<file path="config.mk">
export PLATFORM = sky130hd
export DESIGN_NAME = flow_ctrl_flat
export DESIGN_NICKNAME = d
export VERILOG_FILES = /design/src/rtl/fc_pkg.sv /design/src/rtl/flow_ctrl_if.sv /design/src/rtl/fc_hazard_detect.sv /design/src/rtl/flow_ctrl.sv /design/src/flat_wrapper.sv
export SDC_FILE = /design/constraint.sdc
export NUM_CORES = 1
export LEC_CHECK = 0
export CELL_PAD_IN_SITES_DETAIL_PLACEMENT = 0
export CELL_PAD_IN_SITES_GLOBAL_PLACEMENT = 1
export CORE_MARGIN = 5
export CORE_UTILIZATION = 31
export CTS_CLUSTER_SIZE = 10
export DETAILED_ROUTE_END_ITERATION = 10
export HOLD_SLACK_MARGIN = 0.05
export PLACE_DENSITY = 0.85
export SLEW_MARGIN = 5
export SYNTH_ARGS = -nofsm -noshare
export SYNTH_HDL_FRONTEND = slang
export SYNTH_SLANG_ARGS = --single-unit
</file>
<file path="constraint.sdc">
create_clock -name clk -period 4.5 [get_ports clk]
set_input_delay 0.45 -clock clk [delete_from_list [all_inputs] [get_ports clk]]
set_output_delay 0.45 -clock clk [all_outputs]
set_load 0.05 [all_outputs]
</file>
<file path="src/rtl/fc_pkg.sv">
// Shared types and constants for the pipeline flow controller.
package fc_pkg;

  typedef enum logic [1:0] {
    RUN      = 2'd0,
    LOAD_USE = 2'd1,
    MEM_WAIT = 2'd2,
    MDU_WAIT = 2'd3
  } fc_state_e;

  // Bubble contents seen by the pipeline registers: addi x0,x0,0 writing x0.
  localparam logic [31:0] NOP_INSTR = 32'h0000_0013;
  localparam logic [4:0]  REG_ZERO  = 5'd0;

  // True when a source operand read in ID matches a non-zero EX destination.
  function automatic logic src_match(input logic re, input logic [4:0] rs,
                                     input logic [4:0] rd);
    return re && (rs == rd) && (rd != REG_ZERO);
  endfunction

endpackage

</file>
<file path="src/rtl/flow_ctrl_if.sv">
// Pipeline <-> flow-controller signal bundle. The pipeline is the master,
// the flow controller the slave.
interface flow_ctrl_if #(parameter int CNT_W = 32);
  logic [4:0]       id_rs1_addr_i;
  logic             id_rs1_re_i;
  logic [4:0]       id_rs2_addr_i;
  logic             id_rs2_re_i;
  logic             id_jump_i;
  logic [31:0]      id_jump_target_i;
  logic             ex_is_load_i;
  logic [4:0]       ex_rd_addr_i;
  logic             ex_branch_taken_i;
  logic [31:0]      ex_branch_target_i;
  logic             mem_req_i;
  logic             mem_ready_i;
  logic             mdu_start_i;
  logic             mdu_done_i;
  logic             fc_stall_flag_o;
  logic             fc_flush_btype_flag_o;
  logic             fc_flush_jtype_flag_o;
  logic             fc_idex_bubble_o;
  logic             fc_freeze_ex_o;
  logic             fc_redirect_o;
  logic [31:0]      fc_redirect_pc_o;
  logic             fc_mem_timeout_o;
  logic [CNT_W-1:0] fc_stall_cnt_o;

  modport master (
    output id_rs1_addr_i, id_rs1_re_i, id_rs2_addr_i, id_rs2_re_i,
           id_jump_i, id_jump_target_i, ex_is_load_i, ex_rd_addr_i,
           ex_branch_taken_i, ex_branch_target_i, mem_req_i, mem_ready_i,
           mdu_start_i, mdu_done_i,
    input  fc_stall_flag_o, fc_flush_btype_flag_o, fc_flush_jtype_flag_o,
           fc_idex_bubble_o, fc_freeze_ex_o, fc_redirect_o, fc_redirect_pc_o,
           fc_mem_timeout_o, fc_stall_cnt_o
  );

  modport slave (
    input  id_rs1_addr_i, id_rs1_re_i, id_rs2_addr_i, id_rs2_re_i,
           id_jump_i, id_jump_target_i, ex_is_load_i, ex_rd_addr_i,
           ex_branch_taken_i, ex_branch_target_i, mem_req_i, mem_ready_i,
           mdu_start_i, mdu_done_i,
    output fc_stall_flag_o, fc_flush_btype_flag_o, fc_flush_jtype_flag_o,
           fc_idex_bubble_o, fc_freeze_ex_o, fc_redirect_o, fc_redirect_pc_o,
           fc_mem_timeout_o, fc_stall_cnt_o
  );
endinterface

</file>
<file path="src/rtl/fc_hazard_detect.sv">
// Load-use comparator: a load in EX whose destination is read by ID.
module fc_hazard_detect
  import fc_pkg::*;
(
  input  logic [4:0] id_rs1_addr,
  input  logic       id_rs1_re,
  input  logic [4:0] id_rs2_addr,
  input  logic       id_rs2_re,
  input  logic       ex_is_load,
  input  logic [4:0] ex_rd_addr,
  output logic       hz
);

  // x0 is never a real dependency, src_match filters it out.
  assign hz = ex_is_load &&
              (src_match(id_rs1_re, id_rs1_addr, ex_rd_addr) ||
               src_match(id_rs2_re, id_rs2_addr, ex_rd_addr));

endmodule

</file>
<file path="src/rtl/flow_ctrl.sv">
// Pipeline flow controller: stall/flush/bubble/freeze/redirect generation,
// stall-cycle statistics and a sticky data-memory timeout flag.
module flow_ctrl
  import fc_pkg::*;
#(
  parameter int LU_STALL    = 1,
  parameter int MEM_TIMEOUT = 256,
  parameter int CNT_W       = 32
) (
  input  logic       clk,
  input  logic       rst_n,
  flow_ctrl_if.slave fc
);

  localparam int TO_W = $clog2(MEM_TIMEOUT + 1);
  localparam logic [TO_W-1:0] TO_MAX  = TO_W'(MEM_TIMEOUT);
  localparam logic [2:0]      LU_LOAD = 3'(LU_STALL - 1);

  fc_state_e        state_q, state_d;
  logic [2:0]       lu_q, lu_d;
  logic [TO_W-1:0]  to_q, to_d;
  logic             timeout_q;
  logic [CNT_W-1:0] stall_cnt_q;
  logic             hz, run_rules;
  logic             stall, flush_b, flush_j, bubble, freeze, redirect;
  logic [31:0]      redirect_pc;

  fc_hazard_detect u_hz (
    .id_rs1_addr (fc.id_rs1_addr_i),
    .id_rs1_re   (fc.id_rs1_re_i),
    .id_rs2_addr (fc.id_rs2_addr_i),
    .id_rs2_re   (fc.id_rs2_re_i),
    .ex_is_load  (fc.ex_is_load_i),
    .ex_rd_addr  (fc.ex_rd_addr_i),
    .hz          (hz)
  );

  // Flag generation and next-state; wait states fall through to RUN rules on release.
  always_comb begin
    stall       = 1'b0;
    flush_b     = 1'b0;
    flush_j     = 1'b0;
    bubble      = 1'b0;
    freeze      = 1'b0;
    redirect    = 1'b0;
    redirect_pc = 32'd0;
    state_d     = state_q;
    lu_d        = lu_q;
    to_d        = to_q;
    run_rules   = 1'b0;

    unique case (state_q)
      RUN: run_rules = 1'b1;
      LOAD_USE: begin
        stall  = 1'b1;
        bubble = 1'b1;
        lu_d   = lu_q - 3'd1;
        if (lu_q <= 3'd1) state_d = RUN;
      end
      MEM_WAIT: begin
        if (fc.mem_ready_i) begin
          run_rules = 1'b1;
          to_d      = '0;
        end else begin
          stall  = 1'b1;
          freeze = 1'b1;
          if (to_q != TO_MAX) to_d = to_q + 1'b1;
        end
      end
      MDU_WAIT: begin
        if (fc.mdu_done_i) begin
          run_rules = 1'b1;
        end else begin
          stall  = 1'b1;
          freeze = 1'b1;
        end
      end
      default: state_d = RUN;
    endcase

    // A frozen EX keeps a taken branch asserted, so the flush lands on release.
    if (run_rules) begin
      state_d = RUN;
      if (fc.mem_req_i && !fc.mem_ready_i) begin
        stall   = 1'b1;
        freeze  = 1'b1;
        to_d    = TO_W'(1);
        state_d = MEM_WAIT;
      end else if (fc.ex_branch_taken_i) begin
        flush_b     = 1'b1;
        bubble      = 1'b1;
        redirect    = 1'b1;
        redirect_pc = fc.ex_branch_target_i;
      end else if (hz) begin
        stall  = 1'b1;
        bubble = 1'b1;
        if (LU_STALL > 1) begin
          lu_d    = LU_LOAD;
          state_d = LOAD_USE;
        end
      end else if (fc.id_jump_i) begin
        flush_j     = 1'b1;
        redirect    = 1'b1;
        redirect_pc = fc.id_jump_target_i;
      end else if (fc.mdu_start_i && !fc.mdu_done_i) begin
        stall   = 1'b1;
        freeze  = 1'b1;
        state_d = MDU_WAIT;
      end
    end
  end

  // State, counters and the sticky timeout flag.
  always_ff @(posedge clk or negedge rst_n) begin
    if (!rst_n) begin
      state_q     <= RUN;
      lu_q        <= '0;
      to_q        <= '0;
      timeout_q   <= 1'b0;
      stall_cnt_q <= '0;
    end else begin
      state_q <= state_d;
      lu_q    <= lu_d;
      to_q    <= to_d;
      if (to_d == TO_MAX) timeout_q <= 1'b1;
      if (stall && (stall_cnt_q != '1)) stall_cnt_q <= stall_cnt_q + 1'b1;
    end
  end

  assign fc.fc_stall_flag_o       = stall;
  assign fc.fc_flush_btype_flag_o = flush_b;
  assign fc.fc_flush_jtype_flag_o = flush_j;
  assign fc.fc_idex_bubble_o      = bubble;
  assign fc.fc_freeze_ex_o        = freeze;
  assign fc.fc_redirect_o         = redirect;
  assign fc.fc_redirect_pc_o      = redirect_pc;
  assign fc.fc_mem_timeout_o      = timeout_q;
  assign fc.fc_stall_cnt_o        = stall_cnt_q;

endmodule

</file>
<file path="src/flat_wrapper.sv">
// flat-port wrapper written by rule: the top's interface ports become plain ports
module flow_ctrl_flat import fc_pkg::*;
#(
  parameter int LU_STALL    = 1,
  parameter int MEM_TIMEOUT = 256,
  parameter int CNT_W       = 32
)
  (clk, rst_n, fc_id_rs1_addr_i, fc_id_rs1_re_i, fc_id_rs2_addr_i, fc_id_rs2_re_i, fc_id_jump_i, fc_id_jump_target_i, fc_ex_is_load_i, fc_ex_rd_addr_i, fc_ex_branch_taken_i, fc_ex_branch_target_i, fc_mem_req_i, fc_mem_ready_i, fc_mdu_start_i, fc_mdu_done_i, fc_fc_stall_flag_o, fc_fc_flush_btype_flag_o, fc_fc_flush_jtype_flag_o, fc_fc_idex_bubble_o, fc_fc_freeze_ex_o, fc_fc_redirect_o, fc_fc_redirect_pc_o, fc_fc_mem_timeout_o, fc_fc_stall_cnt_o);
  flow_ctrl_if #(.CNT_W(CNT_W)) fc_i ();
  input  logic clk;
  input  logic rst_n;
  input wire logic [$bits(fc_i.id_rs1_addr_i)-1:0] fc_id_rs1_addr_i;
  input wire logic [$bits(fc_i.id_rs1_re_i)-1:0] fc_id_rs1_re_i;
  input wire logic [$bits(fc_i.id_rs2_addr_i)-1:0] fc_id_rs2_addr_i;
  input wire logic [$bits(fc_i.id_rs2_re_i)-1:0] fc_id_rs2_re_i;
  input wire logic [$bits(fc_i.id_jump_i)-1:0] fc_id_jump_i;
  input wire logic [$bits(fc_i.id_jump_target_i)-1:0] fc_id_jump_target_i;
  input wire logic [$bits(fc_i.ex_is_load_i)-1:0] fc_ex_is_load_i;
  input wire logic [$bits(fc_i.ex_rd_addr_i)-1:0] fc_ex_rd_addr_i;
  input wire logic [$bits(fc_i.ex_branch_taken_i)-1:0] fc_ex_branch_taken_i;
  input wire logic [$bits(fc_i.ex_branch_target_i)-1:0] fc_ex_branch_target_i;
  input wire logic [$bits(fc_i.mem_req_i)-1:0] fc_mem_req_i;
  input wire logic [$bits(fc_i.mem_ready_i)-1:0] fc_mem_ready_i;
  input wire logic [$bits(fc_i.mdu_start_i)-1:0] fc_mdu_start_i;
  input wire logic [$bits(fc_i.mdu_done_i)-1:0] fc_mdu_done_i;
  output wire logic [$bits(fc_i.fc_stall_flag_o)-1:0] fc_fc_stall_flag_o;
  output wire logic [$bits(fc_i.fc_flush_btype_flag_o)-1:0] fc_fc_flush_btype_flag_o;
  output wire logic [$bits(fc_i.fc_flush_jtype_flag_o)-1:0] fc_fc_flush_jtype_flag_o;
  output wire logic [$bits(fc_i.fc_idex_bubble_o)-1:0] fc_fc_idex_bubble_o;
  output wire logic [$bits(fc_i.fc_freeze_ex_o)-1:0] fc_fc_freeze_ex_o;
  output wire logic [$bits(fc_i.fc_redirect_o)-1:0] fc_fc_redirect_o;
  output wire logic [$bits(fc_i.fc_redirect_pc_o)-1:0] fc_fc_redirect_pc_o;
  output wire logic [$bits(fc_i.fc_mem_timeout_o)-1:0] fc_fc_mem_timeout_o;
  output wire logic [$bits(fc_i.fc_stall_cnt_o)-1:0] fc_fc_stall_cnt_o;
  assign fc_i.id_rs1_addr_i = fc_id_rs1_addr_i;
  assign fc_i.id_rs1_re_i = fc_id_rs1_re_i;
  assign fc_i.id_rs2_addr_i = fc_id_rs2_addr_i;
  assign fc_i.id_rs2_re_i = fc_id_rs2_re_i;
  assign fc_i.id_jump_i = fc_id_jump_i;
  assign fc_i.id_jump_target_i = fc_id_jump_target_i;
  assign fc_i.ex_is_load_i = fc_ex_is_load_i;
  assign fc_i.ex_rd_addr_i = fc_ex_rd_addr_i;
  assign fc_i.ex_branch_taken_i = fc_ex_branch_taken_i;
  assign fc_i.ex_branch_target_i = fc_ex_branch_target_i;
  assign fc_i.mem_req_i = fc_mem_req_i;
  assign fc_i.mem_ready_i = fc_mem_ready_i;
  assign fc_i.mdu_start_i = fc_mdu_start_i;
  assign fc_i.mdu_done_i = fc_mdu_done_i;
  assign fc_fc_stall_flag_o = fc_i.fc_stall_flag_o;
  assign fc_fc_flush_btype_flag_o = fc_i.fc_flush_btype_flag_o;
  assign fc_fc_flush_jtype_flag_o = fc_i.fc_flush_jtype_flag_o;
  assign fc_fc_idex_bubble_o = fc_i.fc_idex_bubble_o;
  assign fc_fc_freeze_ex_o = fc_i.fc_freeze_ex_o;
  assign fc_fc_redirect_o = fc_i.fc_redirect_o;
  assign fc_fc_redirect_pc_o = fc_i.fc_redirect_pc_o;
  assign fc_fc_mem_timeout_o = fc_i.fc_mem_timeout_o;
  assign fc_fc_stall_cnt_o = fc_i.fc_stall_cnt_o;
  flow_ctrl #(.LU_STALL(LU_STALL), .MEM_TIMEOUT(MEM_TIMEOUT), .CNT_W(CNT_W)) u_core (.clk(clk), .rst_n(rst_n), .fc(fc_i));
endmodule
</file>
# After elaboration in Yosys (flattened, before gate mapping)
# Cells that the tools add are included.
[totals]
romBits = 0
latch_bits = 0
mem_count = 0
mem_bits_rw = 0
reg_bits = 47
out_inout_bits = 71
input_bits = 90
[classes]
order_cmp = 1
n_eq_ne = 8
div = 0
shifts = 0
n_reduce_logical = 16
n_addsub = 3
multipliers = 0
n_bitwise = 0
mux = 53
[op_table]
columns = ["op", "count"]
rows = [
  ["32-bit two-way mux", 5],
  ["9-bit two-way mux", 5],
  ["32-bit by 1-bit adder with 32-bit output, second input constant", 1],
  ["1-bit two-way mux", 32],
  ["32-bit != test, second input constant", 1],
  ["2-bit two-way mux", 8],
  ["5-bit == test", 2],
  ["9-bit by 1-bit adder with 9-bit output, second input constant", 1],
  ["9-bit == test, second input constant", 1],
  ["9-bit != test, second input constant", 1],
  ["1-bit logical AND", 8],
  ["1-bit one-hot mux with 3 select lines", 2],
  ["5-bit nonzero test", 1],
  ["2-bit == test, second input constant", 2],
  ["2-bit nonzero test", 2],
  ["3-bit by 1-bit <= comparator with 1-bit output, second input constant", 1],
  ["3-bit by 1-bit subtractor with 3-bit output, second input constant", 1],
  ["2-bit by 1-bit == test with 1-bit output, second input constant", 1],
  ["1-bit logical NOT", 2],
  ["2-bit logical NOT", 1],
  ["1-bit one-hot mux with 2 select lines", 1],
  ["2-bit AND reduction", 1],
  ["1-bit logical OR", 1],
]

# Longest topological paths before layout
[depth]
word_depth = 10
depth_mapped = 10

# Cells and area by module
# From an unflattened synthesis, not the netlist that was laid out.
[unflattened]
hier_cells = 325
area_unflattened_um2 = 3069.2
[by_module_without_submodules]
columns = ["module", "n_inst", "cells_each", "area_per_inst_um2"]
rows = [
  ["flow_ctrl", 1, 308, 2941.6],
  ["fc_hazard_detect", 1, 17, 127.6],
]

# Least setup slack after synthesis
# OpenSTA, ideal clock, no wires.
[synth_path]
path_type = "reg-to-output"
startpoint = "register u_core.state_q[1]"
endpoint = "output fc_fc_redirect_pc_o[22]"
n_path_buf = 3
arrival_ns = 2.413
path_slack_ns = 1.637
path_stages_with_launch = 9
cell_sequence = "dfrtp_1 buf_2 nor2b_1 buf_2 nor2_1 o21ai_2 nor2_1 clkbuf_1 a22o_1"
[synth_via]
elab_chain_len = 3
word_cells_on_any_way = 5
[synth_lines]
columns = ["item", "line_no", "rtl"]
rows = [
  ["from (decl)", "flow_ctrl.sv:19", "fc_state_e state_q, state_d;"],
  ["from (signal assigned)", "flow_ctrl.sv:122", "state_q <= state_d;"],
  ["2-bit == test / 2-bit logical NOT (equally long branches)", "flow_ctrl.sv:52", "unique case (state_q)"],
  ["1-bit one-hot mux with 3 select lines *", "flow_ctrl.sv:52", ""],
  ["32-bit two-way mux *", "flow_ctrl.sv:82", "if (run_rules) begin"],
  ["to (decl)", "flat_wrapper.sv:32", "output wire logic [$bits(fc_i.fc_redirect_pc_o)-1:0] fc_fc_redirect_pc_o;"],
]
# Every way passes the cells marked *; elsewhere a longest branch is shown, timed or not.

# Worst setup path after layout
[layout_path]
startpoint = "input fc_ex_rd_addr_i[1]"
endpoint = "output fc_fc_redirect_pc_o[16]"
[layout_via]
elab_chain_len = 9
word_cells_on_any_way = 13
[layout_lines]
columns = ["item", "line_no", "rtl"]
rows = [
  ["from (decl)", "flat_wrapper.sv:19", "input wire logic [$bits(fc_i.ex_rd_addr_i)-1:0] fc_ex_rd_addr_i;"],
  ["5-bit == test", "fc_pkg.sv:18", "return re && (rs == rd) && (rd != REG_ZERO);"],
  ["1-bit logical AND (2 in series)", "fc_pkg.sv:18", ""],
  ["1-bit logical OR *", "fc_hazard_detect.sv:16", "(src_match(id_rs1_re, id_rs1_addr, ex_rd_addr) ||"],
  ["1-bit logical AND *", "fc_hazard_detect.sv:15", "assign hz = ex_is_load &&"],
  ["32-bit two-way mux *", "flow_ctrl.sv:94", "end else if (hz) begin"],
  ["32-bit two-way mux *", "flow_ctrl.sv:89", "end else if (fc.ex_branch_taken_i) begin"],
  ["32-bit two-way mux *", "flow_ctrl.sv:84", "if (fc.mem_req_i && !fc.mem_ready_i) begin"],
  ["32-bit two-way mux *", "flow_ctrl.sv:82", ""],
]
# Marks and branches as above.

==> impl_results.rst <==
.. list-table::
   :header-rows: 1

   * - Metric
     - Value
   * - Outcome
     - finished, final reports clean
   * - Slowest stage cell, crit path
     - clkdlybuf4s50_1
   * - Synth cell types
     - between 40 and 50
   * - Area of the core region
     - 0.00964 mm2
   * - Count of max-cap constraint violations
     - 0
   * - Largest cells by area after synthesis
     - dfrtp_1 (39%), xnor2_1 (10%), a22o_1 (9.3%)
   * - Share of total power in sequential cells
     - 33.6%
   * - Tmin final
     - 3.79 ns
   * - Final number of max-transition violations
     - 0
   * - Worst EP arrival
     - 3.34 ns
   * - Synth warn
     - 0
   * - Worst slew pin tran
     - 1.07 ns
   * - Routed WL per cell
     - 16.8 um
   * - Remaining Overflow, GRT
     - 0
   * - Async set or reset register ratio after synthesis
     - 100%
   * - Total Routed Length
     - 10100 um
   * - Iteration-0 DRC count of the detailed router
     - around 150
   * - Type of the worst setup path
     - in -> out
   * - Dominant cell by count in the synthesized netlist
     - dfrtp_1
   * - CTS max path bufs
     - 2
   * - Number of optimization iterations in the first detailed-route pass
     - 4
   * - Number of vias per cell
     - 4.89
   * - Logic gate share of total power
     - 48.2%
   * - Max Clock Skew
     - 0.00561 ns
   * - Clock input transition at the sequential cells of the worst setup and hold paths
     - ~0.08 ns
   * - Final setup fails
     - 0
   * - Residual antenna-violating net count after detailed routing
     - 0
   * - All-layer global routing usage
     - 16.5%
   * - Mean area per synthesized cell
     - 9.62 um2
   * - Count of pins on the block boundary
     - 161
   * - Count of flip-flops with a built-in enable after synthesis
     - 0
   * - Number of synthesized register bits
     - 47
   * - Crit path cell chain
     - clkdlybuf4s50_1, or4_4, o21ai_4, o21bai_2, and4bb_1, buf_4, a22o_1, clkdlybuf4s50_1
   * - Syn Nets
     - 409
   * - Setup repair after global routing missed its margin
     - no
   * - Post-CTS repair timing setup buffer count
     - 0
   * - Period utilization
     - 84.3%
   * - Worst Path Max Fanout
     - 33
   * - CTS tree
     - done
   * - Die Y-Extent
     - 109 um
   * - Cell-internal power
     - roughly 960 uW
   * - Class of the most critical hold timing path
     - in -> async
   * - Share of final-layout standard cells stronger than drive strength 1
     - 6.62%
   * - Power density over the cells
     - around 340 mW/mm2
   * - Setup slack at placement
     - 0.686 ns
   * - H-tree Lvls
     - 2
   * - Post-layout utilization of the core
     - 49.3%
   * - Layout Cells excl Fill
     - approximately 600
   * - Sequential-to-total area share from yosys stat
     - 38.9%
   * - IO Port Bufs
     - 160
   * - Cell leakage power
     - roughly 0.0019 uW
   * - # rows
     - 36
   * - Share of the synthesized area in the top cell type
     - 38.9%
   * - WP data required
     - 4.05 ns
   * - Source of the worst register-to-register timing path
     - u_core.state_q[1]
   * - Tightest slew margin relative to the limit
     - 28.7%
   * - Achievable clock frequency
     - 0.264 GHz
   * - Initial antenna violation count
     - 0
   * - Post-route worst setup slack
     - 0.708 ns
   * - Post-synthesis cell type with the largest combined area
     - dfrtp_1
   * - Pin count of the biggest net entering global routing
     - between 40 and 50
   * - Number of diodes
     - 0
   * - Routability cong.
     - 0.753
   * - Insertion delay of the later-clocked pin in the worst-skew pair
     - 0.29 ns
   * - Switching share of total power
     - 41.5%
   * - Area of the die
     - 0.0118 mm2
   * - Startpoint kind of the worst setup timing path
     - primary input
   * - HPWL after DPL
     - 7980 um
   * - Count of placed standard cells including taps
     - 594
   * - Total vias in the final route
     - 2936
   * - Total clock buffers created by CTS
     - 5
   * - Number of inserted filler cells in the final layout
     - 943
   * - Post-Syn Instances
     - around 310
   * - Crit path largest cell delay
     - 0.81 ns
   * - Starting density of the core
     - 31.3%
   * - Via count of the first global-routing pass
     - roughly 3100
   * - First-pass GRT wire length
     - between 15000 and 20000 um
   * - Sw Pwr
     - 678 uW
   * - Count of final hold-check violations
     - 0
   * - Total of cells resized after clock tree synthesis
     - 0
   * - Top cell by count, worst path
     - clkdlybuf4s50_1
   * - DRC violations left
     - 0
   * - Most used flip-flop cell after synthesis
     - dfrtp_1
   * - Fin Setup TNS
     - 0 ns
   * - Largest voltage drop on the vdd net
     - between 0.0004 and 0.0005 V
   * - Number of buffers inserted for hold repair after clock tree synthesis
     - 0
   * - Net count, final
     - 563
   * - Minimum hold slack
     - 0.347 ns
   * - Layout Area Growth over Synthesis
     - 57.5%
   * - Type of destination of the critical path
     - primary output
   * - Cell area after synthesis
     - between 0.003 and 0.004 mm2
   * - Die X-Extent
     - 109 um
   * - Sink Count
     - 47
   * - Proportion of power drawn by the clock network
     - 18.1%
   * - Clock root buffer
     - clkbuf_8
   * - Critical Path Start
     - fc_ex_rd_addr_i[1]
   * - Commonest cells in the synthesized netlist
     - dfrtp_1 (47), xnor2_1 (35), a22o_1 (32)
==> critical path: cells and delay by family <==
family / cells / cell delay (ns)
AOI/OAI and AO/OA: 3 / 0.51
buffers and inverters: 3 / 1.60
and+or+nand+nor: 2 / 0.77
==> area by class of cell <==
type                            count  area (um2)  area share (%)
Clock buffer                        6        72.6            1.53
Clock inverter                      1        30.0           0.631
Tap cell                          133         166            3.50
Multi-Input combinational cell    246        1700            35.8
Timing Repair Buffer              163        1590            33.4
Sequential cell                    47        1180            24.7
Inverter                            5        18.8           0.395
==> power by group through the flow <==
stage,Clock (uW),Combinational [uW],Sequential (uW)
final,296,788,550
after global routing,329,841,561
after floorplan,0,412,650
after CTS,308,796,549
after detailed placement,0,792,558
after global placement,0,781,554
==> metal layers <==
metal  wire [um]  global-route usage, %  up-vias  share of wire, %
met4         103                   3.70        0               1.0
met2        5170                   27.7       64                51
li1            -                      -     1456                 -
met1        4420                   22.3     1408                44
met5           0                      0        -                 0
met3         375                   2.84        8               3.7
==> kinds of logic after synthesis <==
logic type,after synthesis,share of synthesized area [%]
AOI/OAI and AO/OA,51,14.3
xor gates and xnor gates,48,13.9
adders and majority gates,5,2.07
buffers and inverters,21,4.76
DFF,47,38.9
muxes,3,1.08
and+or+nand+nor,139,25.0
==> cell usage in the layout, fill, tap and decap left out, drive strengths merged, types with 6 or more instances in the layout <==
cell type and instances:
clkbuf 6, nand2 30, xnor2 35, buf 16
clkdlybuf4s50 147, nor4b 6, nand4 18, nor3 8
a22o 32, nand3 18, xor2 13, nor2 23
dfrtp 47, and3 13
==> sequential cells by signal, summed over array words and instances (netlist names) <==
| signal | cells |
|---|---|
| u_core.fc.fc_stall_cnt_o | 32 |
| u_core.to_q | 9 |
| u_core.fc.fc_mem_timeout_o | 1 |
| u_core.lu_q | 3 |
| u_core.state_q | 2 |
==> final timing paths <==
kind	end	slack, ns	cells after the start
worst max-delay path	fc_fc_redirect_pc_o[16]	0.71	8
worst min-delay path	u_core.fc.fc_stall_cnt_o[3]	0.35	1
worst max register to register	u_core.fc.fc_stall_cnt_o[30]	1.97	8
worst min register to register	u_core.fc.fc_mem_timeout_o	0.47	1
max in group asynchronous	u_core.fc.fc_stall_cnt_o[19]	3.49	1
min in group clk	u_core.fc.fc_mem_timeout_o	0.47	1
==> per-stage QoR <==
step,cell area (um2),total power (uW)
2_1_floorplan,3020,1060
3_3_place_gp,4650,1340
3_5_place_dp,4650,1350
4_1_cts,4760,1650
5_1_grt,4760,1730
6_report,4760,1630
Power figures use the tool's default switching activity.
